File: config.mk
export PLATFORM = sky130hd
export DESIGN_NAME = stage3_kernel_sched
export DESIGN_NICKNAME = d
export VERILOG_FILES = /design/src/rtl/stage3_kernel_sched_pkg.sv /design/src/rtl/stage3_sched_acc.sv /design/src/rtl/stage3_kernel_sched.sv
export SDC_FILE = /design/constraint.sdc
export NUM_CORES = 1
export LEC_CHECK = 0
export CORE_UTILIZATION = 60
export CTS_BUF_LIST = sky130_fd_sc_hd__clkbuf_16
export CTS_CLUSTER_SIZE = 10
export DETAILED_ROUTE_END_ITERATION = 8
export DONT_BUFFER_PORTS = 1
export HOLD_SLACK_MARGIN = 0.05
export PLACE_DENSITY_LB_ADDON = 0.08
export SETUP_SLACK_MARGIN = 0.4
export SLEW_MARGIN = 20
export SYNTH_ARGS = -nofsm -noshare
export SYNTH_HDL_FRONTEND = slang
export SYNTH_SLANG_ARGS = --single-unit
export TNS_END_PERCENT = 100
File: constraint.sdc
create_clock -name clk -period 3 [get_ports clk]
set_clock_uncertainty 0.2 [all_clocks]
set_input_delay 0.6 -clock clk [delete_from_list [all_inputs] [get_ports clk]]
set_output_delay 0.6 -clock clk [all_outputs]
set_load 0.02 [all_outputs]
File: src/rtl/stage3_kernel_sched_pkg.sv
// stage3_kernel_sched_pkg: shared stage-3 sizing defaults, derived widths and FSM state encodings.
//   POOL_CI/OF_BW/W_BW/N_POS/CO/KER_BW/ACC_BW : kernel and frame geometry
//   PW/CW/WAW/CNT_BW                           : address, channel and counter widths (min 1 bit)
//   ST_IDLE..ST_OUT / state_t                  : scheduler FSM encodings
package stage3_kernel_sched_pkg;
    localparam int POOL_CI = 3;
    localparam int OF_BW   = 14;
    localparam int W_BW    = 8;
    localparam int N_POS   = 16;
    localparam int CO      = 3;
    localparam int KER_BW  = OF_BW + W_BW + 2;
    localparam int ACC_BW  = KER_BW + $clog2(N_POS);
    localparam int PW      = (N_POS > 1) ? $clog2(N_POS) : 1;
    localparam int CW      = (CO > 1) ? $clog2(CO) : 1;
    localparam int WAW     = (CO * N_POS > 1) ? $clog2(CO * N_POS) : 1;
    localparam int CNT_BW  = $clog2(N_POS + 1);
    localparam logic [1:0] ST_IDLE  = 2'd0;
    localparam logic [1:0] ST_ISSUE = 2'd1;
    localparam logic [1:0] ST_DRAIN = 2'd2;
    localparam logic [1:0] ST_OUT   = 2'd3;
    typedef enum logic [1:0] {
        IDLE  = ST_IDLE,
        ISSUE = ST_ISSUE,
        DRAIN = ST_DRAIN,
        OUT   = ST_OUT
    } state_t;
endpackage

File: src/rtl/stage3_sched_acc.sv
// stage3_sched_acc: per-channel accumulator and received-result counter with optional ReLU output.
//   clk, reset_n : clock, asynchronous active-low reset
//   i_clr        : clear accumulator and counter (priority over i_en)
//   i_en         : add i_kernel (sign-extended) and count one result
//   i_kernel     : signed kernel sum
//   o_full       : counter reaches N_POS including the result being added this cycle
//   o_result     : accumulated value; clamped at 0 when STAGE3_SCHED_RELU_EN is defined
module stage3_sched_acc
    import stage3_kernel_sched_pkg::*;
(
    input  logic                     clk,
    input  logic                     reset_n,
    input  logic                     i_clr,
    input  logic                     i_en,
    input  logic signed [KER_BW-1:0] i_kernel,
    output logic                     o_full,
    output logic signed [ACC_BW-1:0] o_result
);
    logic signed [ACC_BW-1:0] acc;
    logic [CNT_BW-1:0]        rcv_cnt;

    always_ff @(posedge clk or negedge reset_n) begin
        if (!reset_n) begin
            acc     <= '0;
            rcv_cnt <= '0;
        end else if (i_clr) begin
            acc     <= '0;
            rcv_cnt <= '0;
        end else if (i_en) begin
            acc     <= acc + ACC_BW'(i_kernel);
            rcv_cnt <= rcv_cnt + 1'b1;
        end
    end

    // Looking one result ahead lets the FSM leave DRAIN on the same edge the last sum lands.
    assign o_full = (rcv_cnt == CNT_BW'(N_POS)) || (i_en && rcv_cnt == CNT_BW'(N_POS - 1));

`ifdef STAGE3_SCHED_RELU_EN
    assign o_result = acc[ACC_BW-1] ? '0 : acc;
`else
    assign o_result = acc;
`endif
endmodule

File: src/rtl/stage3_kernel_sched.sv
// stage3_kernel_sched: sequences pooled vectors and weights into the stage-3 MAC kernel and
// accumulates N_POS kernel sums per output channel. Optional macro: STAGE3_SCHED_RELU_EN.
//   clk, reset_n                      : clock, asynchronous active-low reset
//   i_start / o_busy / o_done         : frame start (idle only), busy flag, end-of-frame pulse
//   o_feat_addr / i_feat_data         : pooled-buffer read port (1-cycle latency)
//   o_w_addr / i_w_data               : weight ROM read port (1-cycle latency)
//   o_pooling_valid/o_pooling/o_weight: kernel input strobe and operands
//   i_kernel_valid / i_kernel         : kernel result
//   o_result_valid/o_result_ch/o_result/i_result_ready : per-channel result handshake
module stage3_kernel_sched
    import stage3_kernel_sched_pkg::*;
(
    input  logic                        clk,
    input  logic                        reset_n,
    input  logic                        i_start,
    output logic                        o_busy,
    output logic                        o_done,
    output logic [PW-1:0]               o_feat_addr,
    input  logic [POOL_CI*OF_BW-1:0]    i_feat_data,
    output logic [WAW-1:0]              o_w_addr,
    input  logic [POOL_CI*W_BW-1:0]     i_w_data,
    output logic                        o_pooling_valid,
    output logic [POOL_CI*OF_BW-1:0]    o_pooling,
    output logic [POOL_CI*W_BW-1:0]     o_weight,
    input  logic                        i_kernel_valid,
    input  logic signed [KER_BW-1:0]    i_kernel,
    output logic                        o_result_valid,
    output logic [CW-1:0]               o_result_ch,
    output logic signed [ACC_BW-1:0]    o_result,
    input  logic                        i_result_ready
);
    state_t                   state, state_d;
    logic [PW-1:0]            pos, feat_q;
    logic [WAW-1:0]           w_addr, w_q;
    logic [CW-1:0]            co;
    logic                     pv_q, done_q, hs, last_ch, last_pos, go, acc_en, acc_clr, acc_full;
    logic signed [ACC_BW-1:0] acc_out;

    assign go       = state == IDLE && i_start;
    assign hs       = state == OUT && i_result_ready;
    assign last_ch  = co == CW'(CO - 1);
    assign last_pos = pos == PW'(N_POS - 1);
    assign w_addr   = WAW'(co) * WAW'(N_POS) + WAW'(pos);
    // Results arriving outside a channel's issue/drain window are stale and must not accumulate.
    assign acc_en   = i_kernel_valid && (state == ISSUE || state == DRAIN);
    assign acc_clr  = go || hs;

    always_comb begin
        state_d = state;
        case (state)
            IDLE:    state_d = i_start ? ISSUE : IDLE;
            ISSUE:   state_d = last_pos ? DRAIN : ISSUE;
            DRAIN:   state_d = acc_full ? OUT : DRAIN;
            OUT:     state_d = i_result_ready ? (last_ch ? IDLE : ISSUE) : OUT;
            default: state_d = IDLE;
        endcase
    end

    always_ff @(posedge clk or negedge reset_n) begin
        if (!reset_n) begin
            state  <= IDLE;
            pos    <= '0;
            co     <= '0;
            feat_q <= '0;
            w_q    <= '0;
            pv_q   <= 1'b0;
            done_q <= 1'b0;
        end else begin
            state  <= state_d;
            pv_q   <= state == ISSUE;
            done_q <= hs && last_ch;
            if (state == ISSUE) begin
                pos    <= last_pos ? '0 : pos + 1'b1;
                feat_q <= pos;
                w_q    <= w_addr;
            end
            if (go)
                co <= '0;
            else if (hs)
                co <= last_ch ? '0 : co + 1'b1;
        end
    end

    stage3_sched_acc u_acc (
        .clk      (clk),
        .reset_n  (reset_n),
        .i_clr    (acc_clr),
        .i_en     (acc_en),
        .i_kernel (i_kernel),
        .o_full   (acc_full),
        .o_result (acc_out)
    );

    // Addresses are live during ISSUE and otherwise hold the last issued value.
    assign o_feat_addr     = state == ISSUE ? pos : feat_q;
    assign o_w_addr        = state == ISSUE ? w_addr : w_q;
    assign o_busy          = state != IDLE;
    assign o_done          = done_q;
    assign o_pooling_valid = pv_q;
    assign o_pooling       = pv_q ? i_feat_data : '0;
    assign o_weight        = pv_q ? i_w_data : '0;
    assign o_result_valid  = state == OUT;
    assign o_result_ch     = state == OUT ? co : '0;
    assign o_result        = state == OUT ? acc_out : '0;
endmodule

# Word-level counts from Yosys, hierarchy flattened
# Cells that the tools add are included.
# classes
addsub	5
n_eq_ne	7
n_mux	20
n_reduce_logical	12
# ops
operator	n
$mux W28	3
$mux W42	1
$add A28 B24 Y28	1
$mux W24	1
$mux W2	6
$mux W5	2
$mux W4	2
$pmux W2 S4	1
$add A6 B4 Y6	1
$eq A2 B2 Y1 const B	3
$mux W6	1
$reduce_bool A2 Y1	3
$add A5 B1 Y5 const B	1
$eq A5 B4 Y1 const B	1
$eq A5 B5 Y1 const B	1
$logic_and A1 B1 Y1	5
$add A4 B1 Y4 const B	1
$eq A4 B4 Y1 const B	1
$logic_or A1 B1 Y1	3
$mux W1	3
$add A2 B1 Y2 const B	1
$eq A2 B1 Y1 const B	1
$logic_not A2 Y1	1
# totals
register_bits	53
in_bits	95
output_inout_bits	110
word_cells	53

# Longest topological paths before layout
# Gate-level depths: netlist (run 1).
# logic_depth
depth_word	7
ltp_mapped	9
mapped_depth_nobuf	9

# Cells and area by module
# Synthesis (run 1) repeated with hierarchy kept, for this count alone.
# hier_totals
hier_cells	505
hier_area_um2	4386.7
# by_module_without_submodules
module	instances	cells_per_inst	area_per_inst_um2	seq_area_each_um2
stage3_sched_acc	1	317	2851.5	825.8
stage3_kernel_sched	1	188	1535.2	500.5

# Worst setup path before layout (run 1)
# Ideal clock, no wire load.
# synth_timing
path_type	input to register
startpoint	input port i_kernel[0]
endpoint	register u_acc.acc[20], in the netlist u_acc.o_result[20]
setup_time_ns	0.083
t_arrival_ns	2.584
required_time_ns	2.717
path_slack_ns	0.133
cell_stages	9
path_buffers	0
path_cell_list	ha_1 -> fa_1 -> a21o_1 -> a31o_2 -> a211oi_2 -> nor4_1 -> o21ai_0 -> mux2_2 -> o22ai_1
# synth_between
elab_chain_cells	3
# synth_rtl
element	line	text
start: declaration	stage3_kernel_sched.sv:26	input logic signed [KER_BW-1:0] i_kernel,
$add A28 B24 Y28	stage3_sched_acc.sv:30	acc <= acc + ACC_BW'(i_kernel);
$mux W28	stage3_sched_acc.sv:29	end else if (i_en) begin
$mux W28	stage3_sched_acc.sv:26	end else if (i_clr) begin
end signal: assignment	stage3_sched_acc.sv:30	
end: declaration	stage3_sched_acc.sv:19	logic signed [ACC_BW-1:0] acc;
# No other way between the ends. The select of a mux whose other input is x is not followed.
# A chain may end at the register's enable or synchronous reset.

# Worst setup path in the final report (run 1)
# layout_timing
startpoint	register u_acc.acc[0], in the netlist u_acc.o_result[0]
endpoint	register u_acc.acc[12], in the netlist u_acc.o_result[12]
# layout_between
elab_chain_cells	3
# layout_rtl
element	line
$add A28 B24 Y28	stage3_sched_acc.sv:30
$mux W28	stage3_sched_acc.sv:29
$mux W28	stage3_sched_acc.sv:26
# No other way between the ends. The select of a mux whose other input is x is not followed.

==> results of run 1 <==
path summary, 6_finish.rpt:
check                                         from            endpoint  slack [ns]  cells after the start
worst max register to register   u_acc.o_result[0]  u_acc.o_result[12]        0.35                     10
min in group asynchronous                  reset_n  u_acc.o_result[21]        0.61                      2
max in group asynchronous                  reset_n   u_acc.o_result[1]        1.73                      2
worst max-delay path             u_acc.o_result[0]  u_acc.o_result[12]        0.35                     10
worst min-delay path                       i_start               co[1]        0.19                      1
worst min register to register  u_acc.o_result[19]  u_acc.o_result[19]        0.33                      2
logic make-up after synthesis:
| group | count (synthesis) | share of synthesized area (%) |
|---|---|---|
| multiplexers | 9 | 2.147 |
| XOR/XNOR | 18 | 3.559 |
| AO/OA/AOI/OAI | 132 | 18.42 |
| buffers and inverters | 55 | 4.971 |
| adder cells (fa/ha/maj) | 37 | 10.62 |
| AND/OR/NAND/NOR | 256 | 30.34 |
| flip-flops | 53 | 29.94 |
what timing repair did:
action / CTS / global route
hold endpoints to repair: 53 / 0
gates resized for setup: 14 / 15
buffers inserted: 3 / 3
hold buffers: 2 / 0
pin swaps: 7 / 5
endpoints found under the setup margin: 17 / 11
sequential cells by signal, indices dropped and copies added (netlist names):
register,cells
u_acc.o_result,28
state,2
u_acc.rcv_cnt,5
co,2
o_done,1
o_pooling_valid,1
feat_q,4
pos,4
w_q,6
area by class of cell:
class	count	area share, %
Antenna cell	6	0.3058
Clock buffer	5	2.548
Timing Repair Buffer	20	3.517
Clock inverter	3	0.5097
Multi-Input combinational cell	452	61.98
Inverter	22	1.682
Sequential cell	53	27.01
Tap cell	96	2.446
Yosys cell counts (2+ instances only):
cell type	n	share of area, %
and2_1	102	14
nand2_1	60	5.1
dfrtp_1	53	30
a21oi_1	50	5.6
ha_1	36	10
o21ai_0	36	4.1
nor2_1	33	2.8
clkbuf_1	26	2.2
inv_1	22	1.9
nand3_1	19	2.1
nand4_1	12	1.7
xnor2_1	11	2.2
nor3_1	8	0.90
and3_1	7	0.99
xor2_1	7	1.4
a211oi_1	6	1.0
buf_2	5	0.56
mux2i_1	5	1.1
a21o_1	4	0.68
mux2_2	4	1.0
o211ai_1	4	0.68
nor3b_1	3	0.51
o21a_1	3	0.51
o21ai_1	3	0.34
o21bai_1	3	0.51
or3_1	3	0.42
a21boi_0	2	0.34
a31oi_1	2	0.28
a32oi_1	2	0.40
a41oi_1	2	0.40
nand2b_1	2	0.28
nand3b_1	2	0.34
o22ai_1	2	0.28
o31ai_1	2	0.34
or4_1	2	0.34
layout by cell type, fill, tap and decap left out, types with 3 or more instances in the layout:
| master | count |
|---|---|
| and2_1 | 102 |
| nand2_1 | 59 |
| dfrtp_1 | 53 |
| a21oi_1 | 47 |
| nor2_1 | 32 |
| o21ai_0 | 29 |
| ha_1 | 28 |
| inv_1 | 22 |
| nand3_1 | 19 |
| buf_4 | 18 |
| nand4_1 | 12 |
| xnor2_1 | 11 |
| nor3_1 | 8 |
| and3_1 | 7 |
| xor2_1 | 7 |
| diode_2 | 6 |
| o21ai_1 | 6 |
| a211oi_1 | 5 |
| mux2i_1 | 5 |
| clkbuf_16 | 5 |
| a21o_1 | 4 |
| o211ai_1 | 4 |
| ha_2 | 4 |
| ha_4 | 4 |
| mux2_2 | 3 |
| nor3b_1 | 3 |
| o21ai_2 | 3 |
| o21a_1 | 3 |
| or3_1 | 3 |
| o21bai_1 | 3 |
per-stage QoR:
stage | total power [mW] | setup slack [ns] | cells | area, µm²
final | 5.396 | 0.3453 | 657 | 4910
after floorplan | 3.682 | 0.2054 | 560 | 4472
after global placement | 4.356 | 0.09864 | 635 | 4544
after global routing | 5.690 | 0.2520 | 657 | 4910
after CTS | 5.177 | 0.3709 | 648 | 4806
after detailed placement | 4.447 | 0.05279 | 635 | 4544
power groups by stage:
stage	Combinational, mW	Sequential (mW)	Clock (mW)
floorplan	2.51	1.18	0
global placement	3.14	1.21	0
detailed placement	3.21	1.23	0
CTS	3.35	1.22	0.608
global route	3.80	1.27	0.629
finish	3.55	1.23	0.609
routing by layer:
| metal | vias up | part of all wire (%) | wire (µm) |
|---|---|---|---|
| li1 | 1920 | - | - |
| met1 | 2066 | 37 | 6255 |
| met2 | 252 | 47 | 7922 |
| met3 | 46 | 11 | 1848 |
| met4 | 0 | 4.2 | 708 |
| met5 | - | 0 | 0 |
==> results by group, run 1 <==
Outcome
  – Outcome: finished, final reports clean

Clocking
  – CTS Root Cell: clkbuf_16
  – Clk pin slew, worst setup/hold paths: 0.08 ns
  – H-tree levels: 2
  – CTS Sinks: 53
  – Worst skew pair latency: 0.29 ns
  – Total CTS buffers: 5
  – CTS tree: built
  – Clk buf depth: 2

Global routing
  – First-pass GRT wire length: 23470 µm
  – Initial antenna violation count: 6
  – Largest net degree at the start of global routing: 68
  – Most used routing layer: met2
  – Met1 GRT Util: 51.45%
  – Number of global-route vias before repair: 3937
  – Total grt overflow: 0
  – GRT Overall Usage: 42.83%
  – Global routing usage on met3: 14.89%
  – Met2 Resource Use GR: 68.92%

STA
  – RSZ-0062 raised after global routing: true
  – Worst slew pin tran: 0.7425 ns
  – Max_slew headroom: 49.98%
  – Crit share post-route: 88.49%
  – Post-layout minimum cycle time: 2.655 ns
  – Hold Vio Cnt, Final: 0
  – Worst Hold Slack: 0.1859 ns
  – Setup tns final: 0 ns
  – Fmax: 376.7 MHz
  – Max Slew Vio Count: 0
  – # setup viols final: 0

Flow run
  – Max-Cap Viols: 0

Power
  – Comb power frac: 65.8%
  – Peak VDD IR: 0.5012 mV
  – Switching part of the total: 53.83%
  – Switch Pwr: 2.905 mW
  – Cell area power density: 1099 nW/µm²
  – Clock group share of total power: 11.3%
  – Seq pwr share: 22.9%
  – Pint: 2.491 mW
  – LEAKAGE: 2.176 nW

Floorplan
  – Initial Utilization: 63.78%
  – Core ar.: 6944 µm²
  – Io pins: 205
  – Core Rows: 30
  – Chip height: 87.92 µm
  – Chip Width: 87.92 µm
  – Die area: 7730 µm²

Placement
  – Final HPWL DP: 13330 µm
  – Port Buffers: 0
  – GPL Wtd Cong: 1.026

Logic synthesis
  – Sequential-to-total area share from yosys stat: 29.94%
  – Top_reg_cell synth: dfrtp_1
  – Synth warn: 0
  – Register bit total from synthesis: 53
  – Post-synth EDFFs: 0
  – Syn_area_per_cell: 7.909 µm²
  – Post-Syn Instances: 560
  – Async set-or-reset flop fraction in the synthesized netlist: 100.0%
  – Post-Syn Nets: 692
  – Post-synth cell types: 52
  – Cell Area, Synth: 4429 µm²

Setup path
  – Cell Chain, Critical Path: ha_4 -> fa_2 -> a21o_1 -> a31o_4 -> a211oi_4 -> buf_4 -> buf_4 -> o21a_1 -> o21ai_0 -> a21oi_1
  – Crit-path slowest cell: dfrtp_1
  – Crit path buf inv count: 2
  – Critical Path Most Common Cell: buf_4
  – Worst EP arrival: 2.68 ns
  – Max FO, Critical Path: 3
  – Crit path required time: 3.02 ns
  – WS Path Type: register to register
  – CP Capture Type: register
  – CP Launch Type: register
  – CP peak stage delay: 0.43 ns
  – Delay-heaviest family, CP: compound AO/OA/AOI/OAI gates

Layout
  – Fillcell total: 549
  – Multi-input combinational cell area: 3043 µm²
  – Layout cells sized above 1: 10.81%
  – Reg area: 1326 µm²
  – Final nets: 686
  – Post-layout util: 70.70%
  – Layout area overhead: 10.85%

Drt
  – Vias per std cell: 6.521
  – TritonRoute pass-1 iters: 5
  – Vias: 4284
  – Avg WL per Cell: 25.47 µm
  – Post-DRT Antenna Nets: 0
  – Initial DRC Count: 272
  – Remaining DRCs: 0
  – Drt total wl: 16740 µm

Worst hold path
  – Worst min-delay path class: primary input to register
Note: power is estimated with default switching activity, not from simulation.
==> run 2, diff against run 1 <==
--- a/config.mk
+++ b/config.mk
@@ -11,7 +11,7 @@
 export DETAILED_ROUTE_END_ITERATION = 8
 export DONT_BUFFER_PORTS = 1
 export HOLD_SLACK_MARGIN = 0.05
-export PLACE_DENSITY_LB_ADDON = 0.08
+export PLACE_DENSITY_LB_ADDON = 0.12
 export SETUP_SLACK_MARGIN = 0.4
 export SLEW_MARGIN = 20
 export SYNTH_ARGS = -nofsm -noshare
==> run 2 against run 1 <==
Critical path type unchanged. Critical path depth shrank 1. Non-clock buffer count increased by 6. First-iteration DRC count rose by 8.1%. Clock power decreased by 2%. Final cell count rose by 0.15%. Die area unchanged. Register-to-register slack better by 0.02 ns.
==> results by group, run 2 (synthesis results as in run 1) <==
Outcome
  – Outcome: finished, final reports clean

Drt
  – Vias per std cell: 6.366 (-2.4%)
  – Drt total wl: 14750 µm (-12%)
  – TritonRoute pass-1 iters: 5 (unchanged)
  – Remaining DRCs: 0 (unchanged)
  – Post-DRT Antenna Nets: 0 (unchanged)
  – Avg WL per Cell: 22.42 µm (-12%)
  – Initial DRC Count: 294 (+8.1%)
  – Vias: 4189 (-2.2%)

Placement
  – Place WS: 0.07708 ns (+0.02429 ns)
  – GPL Wtd Cong: 1.037 (+1.0%)
  – Final HPWL DP: 11550 µm (-13%)
  – Placed instance count: 634 (-0.16%)
  – Placed cell areas: 4549 µm² (+0.11%)
  – Port Buffers: 0 (unchanged)

Layout
  – Multi-input combinational cell area: 3090 µm² (+1.6%)
  – Reg area: 1326 µm² (unchanged)
  – Finished Layout Cells: 658 (+0.15%)
  – Most frequent cells in the layout: and2_1 (102), nand2_1 (60), dfrtp_1 (53), a21oi_1 (45), o21ai_0 (32)
  – Final nets: 692 (+0.87%)
  – Cell area after layout: 5002 µm² (+1.9%)
  – Most common cell after layout, fill and taps aside: and2_1
  – Fillcell total: 546 (-0.55%)
  – Layout cells sized above 1: 12.83% (+2.0 points)
  – Max reg flops: 28 (unchanged)
  – Layout area overhead: 12.94%

Clocking
  – Total CTS buffers: 5 (unchanged)
  – CTS Root Cell: clkbuf_16
  – CTS Sinks: 53 (unchanged)
  – H-tree levels: 2 (unchanged)
  – Worst skew pair latency: 0.30 ns (about the same)
  – Clk buf depth: 2 (unchanged)
  – Clk pin slew, worst setup/hold paths: 0.08 ns (about the same)
  – CTS tree: built

Worst hold path
  – Worst min-delay path class: primary input to register

STA
  – Hold Vio Cnt, Final: 0 (unchanged)
  – Max_slew headroom: 46.02% (-4.0 points)
  – Fmax: 379.0 MHz (+0.60%)
  – RSZ-0062 raised after global routing: true
  – Post-layout minimum cycle time: 2.639 ns (-0.01595 ns)
  – Final worst-path setup slack: 0.3613 ns (+0.01595 ns)
  – Crit share post-route: 87.96% (-0.53 points)
  – # setup viols final: 0 (unchanged)
  – Worst slew pin tran: 0.8013 ns (+0.05885 ns)
  – Setup tns final: 0 ns (unchanged)
  – Max Slew Vio Count: 0 (unchanged)
  – Worst Hold Slack: 0.1880 ns (+0.002085 ns)

Global routing
  – Met2 Resource Use GR: 61.80% (-7.1 points)
  – GRT Overall Usage: 38.17% (-4.7 points)
  – Global routing usage on met3: 10.56% (-4.3 points)
  – Number of global-route vias before repair: 3890 (-1.2%)
  – Total grt overflow: 0 (unchanged)
  – Initial antenna violation count: 0 (-6)
  – First-pass GRT wire length: 21540 µm (-8.2%)
  – Most used routing layer: met2
  – Largest net degree at the start of global routing: 68 (unchanged)
  – Met1 GRT Util: 49.23% (-2.2 points)

Setup path
  – Reg2reg end: u_acc.o_result[20]
  – Worst Setup SP: u_acc.o_result[0]
  – Crit path required time: 3.01 ns (about the same)
  – R2R setup slack: 0.36 ns (+0.02 ns)
  – Worst EP arrival: 2.65 ns (-0.03 ns)
  – Max FO, Critical Path: 3 (unchanged)
  – CP Capture Type: register
  – WS Path Type: register to register
  – CP Launch Type: register
  – Worst flop-to-flop path startpoint: u_acc.o_result[0]
  – R2R depth: 9 (-1)
  – Critical Path End: u_acc.o_result[20]

Power
  – Peak VDD IR: 0.4579 mV (-8.6%)
  – LEAKAGE: 2.208 nW (+1.5%)
  – Cell area power density: 1076 nW/µm² (-2.1%)

Floorplan
  – Io pins: 205 (unchanged)
  – Core Rows: 30 (unchanged)
  – Core ar.: 6944 µm² (unchanged)
  – Chip Width: 87.92 µm (unchanged)
  – Die area: 7730 µm² (unchanged)
  – Chip height: 87.92 µm (unchanged)
  – Initial Utilization: 63.78% (unchanged)

Flow run
  – Max-Cap Viols: 0 (unchanged)
[run 2: cell types whose count changed in the layout (fill, tap and decap cells not counted), sizes merged]
cell   change
buf        +6
diode      -5
[run 2: stage by stage]
step / util, % / total power [mW]
final: 72.04 / 5.385
after global routing: 72.00 / 5.734
after CTS: 69.57 / 5.153
after detailed placement: 65.51 / 4.406
after global placement: 65.51 / 4.344
after floorplan: - / 3.682
[run 2: how the worst min path moves through the flow]
stage,start,to,slack (ns),cells after the start
finish,i_start,co[1],0.19,1
global route,i_start,co[1],0.18,1
CTS,i_start,co[1],0.18,1
detailed placement,reset_n,u_acc.o_result[8],0.11,0
global placement,reset_n,u_acc.o_result[8],0.11,0
floorplan,reset_n,co[0],0.10,0
[run 2: repair_timing]
item,4_1_cts,5_1_grt
setup buffers,5,8
endpoints found under the setup margin,15,14
pin swaps,5,9
gates resized for setup,14,21
hold buffers,2,0
endpoints found under the hold margin,53,0
[run 2: routing by layer]
metal,vias up,part of all wire [%]
met5,-,0
li1,1934,-
met3,27,11
met4,0,3.4
met2,248,47
met1,1980,38
[run 2: final cells by class]
type                    instances  share of cell area [%]
flip-flops and latches         53                   26.51
well taps                      96                   2.401
clock inverters                 3                  0.5002
multi-input cells             452                   61.78
diodes                          1                 0.05002
clock buffers                   5                   2.501
repair buffers                 26                   4.602
inverters                      22                   1.651
[run 2: critical path: stages, from the launching register on]
cell and delay, ns:
dfrtp_1 0.41, ha_4 0.17, fa_2 0.34, a21o_1 0.21, a31o_4 0.25, a211oi_4 0.30
nor4_4 0.08, o21ai_2 0.14, mux2_4 0.32, o22ai_2 0.15
[run 2: power breakdown]
group          switching, mW  internal [mW]
registers              0.235           1.00
clock network          0.284          0.315
logic                   2.30           1.25
total                   2.82           2.57
